--- src/rtl/nibble_serial_adder_pkg.sv ---
// Shared definitions for the nibble-serial adder.
//   NIB_W     : width of one slice operand (one nibble)
//   state_e   : sequencer states
//   cnt_width : bits needed to count NIB nibbles, never less than 1
package nibble_serial_adder_pkg;

    localparam int unsigned NIB_W = 4;

    typedef enum logic [1:0] {
        StIdle = 2'd0,
        StRun  = 2'd1,
        StDone = 2'd2
    } state_e;

    function automatic int unsigned cnt_width(input int unsigned nib);
        return (nib <= 1) ? 1 : $clog2(nib);
    endfunction

endpackage

--- src/rtl/simp_alu74181.sv ---
// Simplified 4-bit carry-lookahead adder slice (add function of the 74181 only).
// Purely combinational.
//   a, b  : 4-bit operands
//   cin   : carry in
//   s     : a + b + cin, low 4 bits
//   cout  : carry out of bit 3
//   pout  : group propagate, 1 when every bit position propagates (a ^ b all ones)
module simp_alu74181 (
    input  logic [3:0] a,
    input  logic [3:0] b,
    input  logic       cin,
    output logic [3:0] s,
    output logic       cout,
    output logic       pout
);

    logic [3:0] g;
    logic [3:0] p;
    logic [4:0] c;

    assign g = a & b;
    assign p = a ^ b;

    // Lookahead carries, every term expanded down to cin.
    assign c[0] = cin;
    assign c[1] = g[0] | (p[0] & cin);
    assign c[2] = g[1] | (p[1] & g[0]) | (p[1] & p[0] & cin);
    assign c[3] = g[2] | (p[2] & g[1]) | (p[2] & p[1] & g[0]) | (p[2] & p[1] & p[0] & cin);
    assign c[4] = g[3] | (p[3] & g[2]) | (p[3] & p[2] & g[1]) | (p[3] & p[2] & p[1] & g[0])
                | (p[3] & p[2] & p[1] & p[0] & cin);

    assign s    = p ^ c[3:0];
    assign cout = c[4];
    assign pout = &p;

endmodule

--- src/rtl/nibble_serial_adder.sv ---
// Multi-cycle WIDTH-bit adder that feeds one simp_alu74181 slice a nibble per
// cycle, LSB nibble first, with the carry registered between nibbles.
//   clk, rst_n           : clock, asynchronous active-low reset
//   in_valid / in_ready  : operand handshake (a, b, cin)
//   out_valid / out_ready: result handshake (sum, cout, ovf, prop)
//   sum  : a + b + cin modulo 2^WIDTH
//   cout : carry out of the MSB nibble
//   ovf  : two's-complement overflow
//   prop : AND of the slice group-propagate over all nibbles
// Results stay on the outputs after the transfer until the next acceptance.
module nibble_serial_adder
    import nibble_serial_adder_pkg::*;
#(
    parameter int unsigned WIDTH = 16
) (
    input  logic             clk,
    input  logic             rst_n,
    input  logic             in_valid,
    output logic             in_ready,
    input  logic [WIDTH-1:0] a,
    input  logic [WIDTH-1:0] b,
    input  logic             cin,
    output logic             out_valid,
    input  logic             out_ready,
    output logic [WIDTH-1:0] sum,
    output logic             cout,
    output logic             ovf,
    output logic             prop
);

    localparam int unsigned NIB   = WIDTH / NIB_W;
    localparam int unsigned CNT_W = cnt_width(NIB);
    localparam logic [CNT_W-1:0] CntLast = CNT_W'(NIB - 1);

    state_e           state_q, state_d;
    logic [WIDTH-1:0] a_sh_q, a_sh_d;
    logic [WIDTH-1:0] b_sh_q, b_sh_d;
    logic [WIDTH-1:0] sum_q, sum_d;
    logic             carry_q, carry_d;
    logic             p_acc_q, p_acc_d;
    logic [CNT_W-1:0] cnt_q, cnt_d;
    logic             a_msb_q, a_msb_d;
    logic             b_msb_q, b_msb_d;

    logic [NIB_W-1:0] slice_s;
    logic             slice_cout;
    logic             slice_pout;
    logic [WIDTH-1:0] sum_shift;

    // The slice sits directly on the shift-register outputs; no staging.
    simp_alu74181 u_slice (
        .a    (a_sh_q[NIB_W-1:0]),
        .b    (b_sh_q[NIB_W-1:0]),
        .cin  (carry_q),
        .s    (slice_s),
        .cout (slice_cout),
        .pout (slice_pout)
    );

    // New nibble enters at the top so the first one lands at [3:0] after NIB shifts.
    if (NIB > 1) begin : g_sum_shift
        assign sum_shift = {slice_s, sum_q[WIDTH-1:NIB_W]};
    end else begin : g_sum_single
        assign sum_shift = slice_s;
    end

    always_comb begin
        state_d = state_q;
        a_sh_d  = a_sh_q;
        b_sh_d  = b_sh_q;
        sum_d   = sum_q;
        carry_d = carry_q;
        p_acc_d = p_acc_q;
        cnt_d   = cnt_q;
        a_msb_d = a_msb_q;
        b_msb_d = b_msb_q;

        unique case (state_q)
            StIdle: begin
                if (in_valid) begin
                    a_sh_d  = a;
                    b_sh_d  = b;
                    carry_d = cin;
                    cnt_d   = '0;
                    p_acc_d = 1'b1;
                    a_msb_d = a[WIDTH-1];
                    b_msb_d = b[WIDTH-1];
                    state_d = StRun;
                end
            end
            StRun: begin
                a_sh_d  = a_sh_q >> NIB_W;
                b_sh_d  = b_sh_q >> NIB_W;
                sum_d   = sum_shift;
                carry_d = slice_cout;
                p_acc_d = p_acc_q & slice_pout;
                cnt_d   = cnt_q + CNT_W'(1);
                if (cnt_q == CntLast) begin
                    state_d = StDone;
                end
            end
            StDone: begin
                if (out_ready) begin
                    state_d = StIdle;
                end
            end
            default: state_d = StIdle;
        endcase
    end

    always_ff @(posedge clk or negedge rst_n) begin
        if (!rst_n) begin
            state_q <= StIdle;
            a_sh_q  <= '0;
            b_sh_q  <= '0;
            sum_q   <= '0;
            carry_q <= 1'b0;
            p_acc_q <= 1'b0;
            cnt_q   <= '0;
            a_msb_q <= 1'b0;
            b_msb_q <= 1'b0;
        end else begin
            state_q <= state_d;
            a_sh_q  <= a_sh_d;
            b_sh_q  <= b_sh_d;
            sum_q   <= sum_d;
            carry_q <= carry_d;
            p_acc_q <= p_acc_d;
            cnt_q   <= cnt_d;
            a_msb_q <= a_msb_d;
            b_msb_q <= b_msb_d;
        end
    end

    assign in_ready  = (state_q == StIdle);
    assign out_valid = (state_q == StDone);
    assign sum       = sum_q;
    // After the last nibble the carry register holds the MSB carry-out.
    assign cout      = carry_q;
    assign prop      = p_acc_q;
    assign ovf       = (a_msb_q == b_msb_q) && (sum_q[WIDTH-1] != a_msb_q);

endmodule

--- config.mk ---
export PLATFORM = sky130hd
export DESIGN_NAME = nibble_serial_adder
export DESIGN_NICKNAME = d
export VERILOG_FILES = /design/src/rtl/nibble_serial_adder_pkg.sv /design/src/rtl/simp_alu74181.sv /design/src/rtl/nibble_serial_adder.sv
export SDC_FILE = /design/constraint.sdc
export NUM_CORES = 1
export LEC_CHECK = 0
export CAP_MARGIN = 20
export CORE_ASPECT_RATIO = 1.2
export CORE_MARGIN = 1.5
export CORE_UTILIZATION = 54
export DETAILED_ROUTE_END_ITERATION = 16
export PLACE_DENSITY = 0.92
export SETUP_SLACK_MARGIN = 0.2
export SLEW_MARGIN = 20
export SYNTH_ARGS = -nofsm -noshare
export SYNTH_HDL_FRONTEND = slang
export SYNTH_HIERARCHICAL = 1
export SYNTH_SLANG_ARGS = --single-unit
--- constraint.sdc ---
create_clock -name clk -period 3.25 [get_ports clk]
set_input_delay 0.65 -clock clk [delete_from_list [all_inputs] [get_ports clk]]
set_output_delay 0.65 -clock clk [all_outputs]
set_load 0.05 [all_outputs]
# [Word-level counts from Yosys, hierarchy flattened]
# Index checks and enable logic that the tools add are counted.
# W data, S select, Z words.
[op_classes] n_addsub=1 eq_ne=8 bitwise=30 reduce_logical=7 n_mux=14
[op_table] op="$pmux W16 S2" count=2
[op_table] op="$mux W16" count=2
[op_table] op="$and A1 B1 Y1" count=17
[op_table] op="$or A1 B1 Y1" count=10
[op_table] op="$mux W2" count=4
[op_table] op="$xor A4 B4 Y4" count=2
[op_table] op="$pmux W2 S3" count=1
[op_table] op="$and A4 B4 Y4" count=1
[op_table] op="$eq A2 B2 Y1 const B" count=2
[op_table] op="$ne A2 B2 Y1 const B" count=2
[op_table] op="$pmux W1 S2" count=2
[op_table] op="$pmux W2 S2" count=1
[op_table] op="$reduce_and A2 Y1" count=2
[op_table] op="$reduce_and A4 Y1" count=1
[op_table] op="$reduce_and A3 Y1" count=1
[op_table] op="$add A2 B1 Y2 const B" count=1
[op_table] op="$eq A2 B1 Y1 const B" count=1
[op_table] op="$logic_not A2 Y1" count=1
[op_table] op="$mux W1" count=2
[op_table] op="$ne A2 B1 Y1 const B" count=1
[op_table] op="$reduce_bool A2 Y1" count=1
[op_table] op="$eq A1 B1 Y1" count=1
[op_table] op="$logic_and A1 B1 Y1" count=1
[op_table] op="$ne A1 B1 Y1" count=1
[totals] ff_bits=56 output_inout_bits=21 elab_cells=69

# [Logic depth before layout (Yosys ltp)]
[logic_depth] ltp_word=7 mapped_depth=6

# [Cells and area by module]
# Netlist, hierarchy kept.
[by_module_without_submodules] module="nibble_serial_adder" instances=1 cells_per_inst=256 seq_area_each_um2=1401.3 area_per_inst_um2=2427.3
[by_module_without_submodules] module="simp_alu74181" instances=1 cells_per_inst=21 seq_area_each_um2=0.0 area_per_inst_um2=186.4

# [Worst setup path after synthesis]
# No wires, ideal clock.
[synth_timing] path_kind="register to output" start="register sum_q[15] (netlist: sum[15])" end="output ovf" path_stages_with_launch=2 t_required_ps=2600 path_buffers=0 arrival_time_ps=1758 path_slack_ps=842 path_cell_list="dfrtp_1 o21ai_0"
[synth_via] elab_chain_cells=2
[synth_rtl] element="start, declared" line_no="nibble_serial_adder.sv:38" text="logic [WIDTH-1:0] sum_q, sum_d;"
[synth_rtl] element="start signal, assigned" line_no="nibble_serial_adder.sv:126" text="sum_q <= sum_d;"
[synth_rtl] element="$ne A1 B1 Y1" line_no="nibble_serial_adder.sv:141" text="assign ovf = (a_msb_q == b_msb_q) && (sum_q[WIDTH-1] != a_msb_q);"
[synth_rtl] element="$logic_and A1 B1 Y1" line_no="nibble_serial_adder.sv:141"
[synth_rtl] element="end, declared" line_no="nibble_serial_adder.sv:27" text="output logic ovf,"
# Every way passes these cells.

# [Worst setup path in the final report]
# Ends and elaborated chain as after synthesis.

==> metrics.yaml <==
global_route:
  grtUsageTotal_pct: 25.2
  use_met1_pct: 31.3
  grt_overflow: 0
  met3_usage_pct: 5.24
  first_global_vias: 2210
  antenna_found_initial: 0
  grt_start_max_net_pins: 57
  met2_usage_pct: 42.1
  grt_pass1_wl_um: 9990
  grt-busiest-layer: "met2"
place:
  dp_hpwl_um: 4050
  gp_congestion: 0.818
  dpl-instance-area_um2: 3190
  port_buffers: 57
  dp.cells: 378
timing:
  finalSetupViolations: 0
  worstMarginPinSlew_ps: 711
  post-route-period-util_pct: 76.4
  fmax_mhz: 403
  slew_headroom_pct: 52.6
  fin_setup_tns_ps: 0
  skew_ps: 15.8
  grt_setup_unrepaired: "no"
  fin_crit_ps: 2480
  drv_slew: 0
  hold_slack_ps: 350
  hold_viol: 0
layout:
  area_delta_synth_final_pct: 25.4
  antenna_cells: 0
  fin_cells: 386
  fin_area_um2: 3280
  most-common-layout-cells: "dfrtp_1 (56), clkdlybuf4s50_1 (55), nand2_1 (52), nor2_1 (50)"
  nets: 371
  drive_above_1_share_pct: 6.40
  final_common_cell: "dfrtp_1"
yosys:
  syn_avg_cell_area_um2: 9.44
  synthCells: 277
  ys_warn_count: 6
  synth.distinct_cells: 29
  synth_nets: 321
  synth_area_um2: 2610
  ys_ff_latch: 56
  yosysSeqAreaShare_pct: 53.6
worst_setup_path:
  cp_max_fo: 5
  critPathArrivalTime_ps: 1830
  worstPathRequired_ps: 2600
  critical-path-slowest-cell: "clkdlybuf4s50_1"
  critPathKind: "register to output port"
  critPathTopFamily: "buffers and inverters"
  cp-end-kind: "output port"
  path_buf_inv: 1
  max_stage_delay_ps: 830
  path_cells: "o21ai_0, clkdlybuf4s50_1"
  cp-start-kind: "register"
pwr:
  p_seq_share_pct: 34.2
  p_sw_share_pct: 47.1
  p_sw_w: 0.00173
  pwr-share-clk_pct: 10.5
  vdd_ir_drop_max_uv: 583
  p_comb_share_pct: 55.3
  power_w: 0.00368
  p_leak_nw: 1.47
  p_int_w: 0.00194
  power.density_nw_per_um2: 1120
cts:
  htreeDepth: 2
  numCtsBuffers: 5
  cts_buffer_depth: 2
  cts_tree: "built"
  postCtsHoldBufs: 0
  post_cts_buffers: 0
  clkSlewWorstSetupHoldPaths_ps: 110
  clock_latency_ps: 320
  root_buffer: "clkbuf_8"
  cts-resized-gates: 0
  clock-sinks: 56
flow_run:
  cap_violations: 0
route:
  ant_nets: 0
  viasPerCell: 5.66
  drt_iter0_markers: 122
  wl_um: 5880
  drcViolationCount: 0
  dr.pass1.iters: 4
  wire_per_inst_um: 15.2
  vias: 2186
worst_hold_path:
  worstHoldPathType: "input pin to async pin"
status:
  status: "finished clean"
floorplanning:
  ios: 58
  die_h_um: 79.2
  die-width_um: 66.5
  initial_utilization_pct: 56.5
  num_rows: 27
  core_area_um2: 4630
  die_area_um2: 5270
-- metrics by stage --
stage | setup slack, ps | utilization [%]
floorplan | 842 | -
detailed placement | 940 | 68.9
finish | 766 | 70.8
CTS | 760 | 70.8
global placement | 1040 | 68.9
global route | 685 | 70.8
-- power by group through the flow --
stage	registers [W]	clock network [W]	logic, W
4_1_cts	0.00126	0.000391	0.00204
5_1_grt	0.00131	0.000420	0.00222
6_report	0.00126	0.000385	0.00203
3_3_place_gp	0.00125	0	0.00194
2_1_floorplan	0.00157	0	0.00117
3_5_place_dp	0.00127	0	0.00202
-- area by class of cell --
class | count | area, µm²
Sequential cell | 56 | 1400
Fill cell | 321 | 1350
Multi-Input combinational cell | 196 | 1090
Timing Repair Buffer | 62 | 601
Tap cell | 58 | 72.6
Clock buffer | 5 | 68.8
Inverter | 6 | 22.5
Clock inverter | 3 | 21.3
-- synth_stat cells --
master	n	area share (%)
ha_1	6	2.9
o21ai_0	6	1.1
nand2_1	52	7.5
xor2_1	1	0.34
nor2_4	1	0.43
buf_4	3	0.86
a41oi_2	1	0.62
nand3b_1	2	0.57
dfrtp_1	56	54
fa_1	1	0.77
and4_1	1	0.34
a211oi_1	23	6.6
xnor2_1	2	0.67
o21bai_1	1	0.29
a22o_1	9	3.0
mux2_1	2	0.86
nor2b_1	3	0.72
o21ai_2	1	0.34
a21o_1	2	0.57
nor2_1	50	7.2
nand2b_1	3	0.72
o221a_2	2	0.86
clkbuf_1	2	0.29
buf_2	13	2.5
a21oi_1	3	0.57
nor3_1	23	4.4
buf_1	1	0.14
inv_1	6	0.86
o21ba_2	1	0.38
-- final timing paths --
path                                   startpoint                     end  slack [ps]  depth (start not counted)
setup / recovery              sum[15]$_DFFE_PN0N_                     ovf         770                          2
hold / removal                              rst_n  a_sh_q[14]$_DFFE_PN0P_         350                          1
setup reg to reg           state_q[0]$_DFFE_PN0P_   a_sh_q[5]$_DFFE_PN0P_        1410                          5
hold reg to reg                sum[0]$_DFFE_PN0N_      sum[0]$_DFFE_PN0N_         490                          2
max in group asynchronous                   rst_n  b_sh_q[10]$_DFFE_PN0P_        2080                          2
min in group clk               sum[0]$_DFFE_PN0N_      sum[0]$_DFFE_PN0N_         490                          2
-- logic make-up (layout without fill, tap and decap cells) --
| family | count (synthesis) | in the layout | share of synthesized area (%) |
|---|---|---|---|
| AO/OA/AOI/OAI | 49 | 49 | 14.4 |
| XOR/XNOR | 3 | 3 | 1.01 |
| adder cells (fa/ha/maj) | 7 | 7 | 3.64 |
| buffers and inverters | 25 | 76 | 4.64 |
| flip-flops | 56 | 56 | 53.6 |
| multiplexers | 2 | 2 | 0.862 |
| AND/OR/NAND/NOR | 135 | 135 | 21.8 |
-- sequential cells by signal, indices dropped and copies added, names as in the netlist --
signal and cells:
b_sh_q 16, prop 1, b_msb_q 1, a_sh_q 16, state_q 2, cout 1
a_msb_q 1, sum 16, cnt_q 2
-- routing by layer --
metal	vias to the layer above	wire [µm]	share of wire, %
met5	-	0	0
met2	63	3050	52
met3	17	246	4.2
met4	0	147	2.5
met1	1073	2440	41
li1	1033	-	-
-- worst register-to-register path, delay by kind of cell, from the launching register on --
kind                   cells  cell delay [ps]
and+or+nand+nor            2              490
DFF                        1              370
AOI/OAI and AO/OA          1              250
buffers and inverters      2              640
Note: power is estimated with default switching activity, not from simulation.
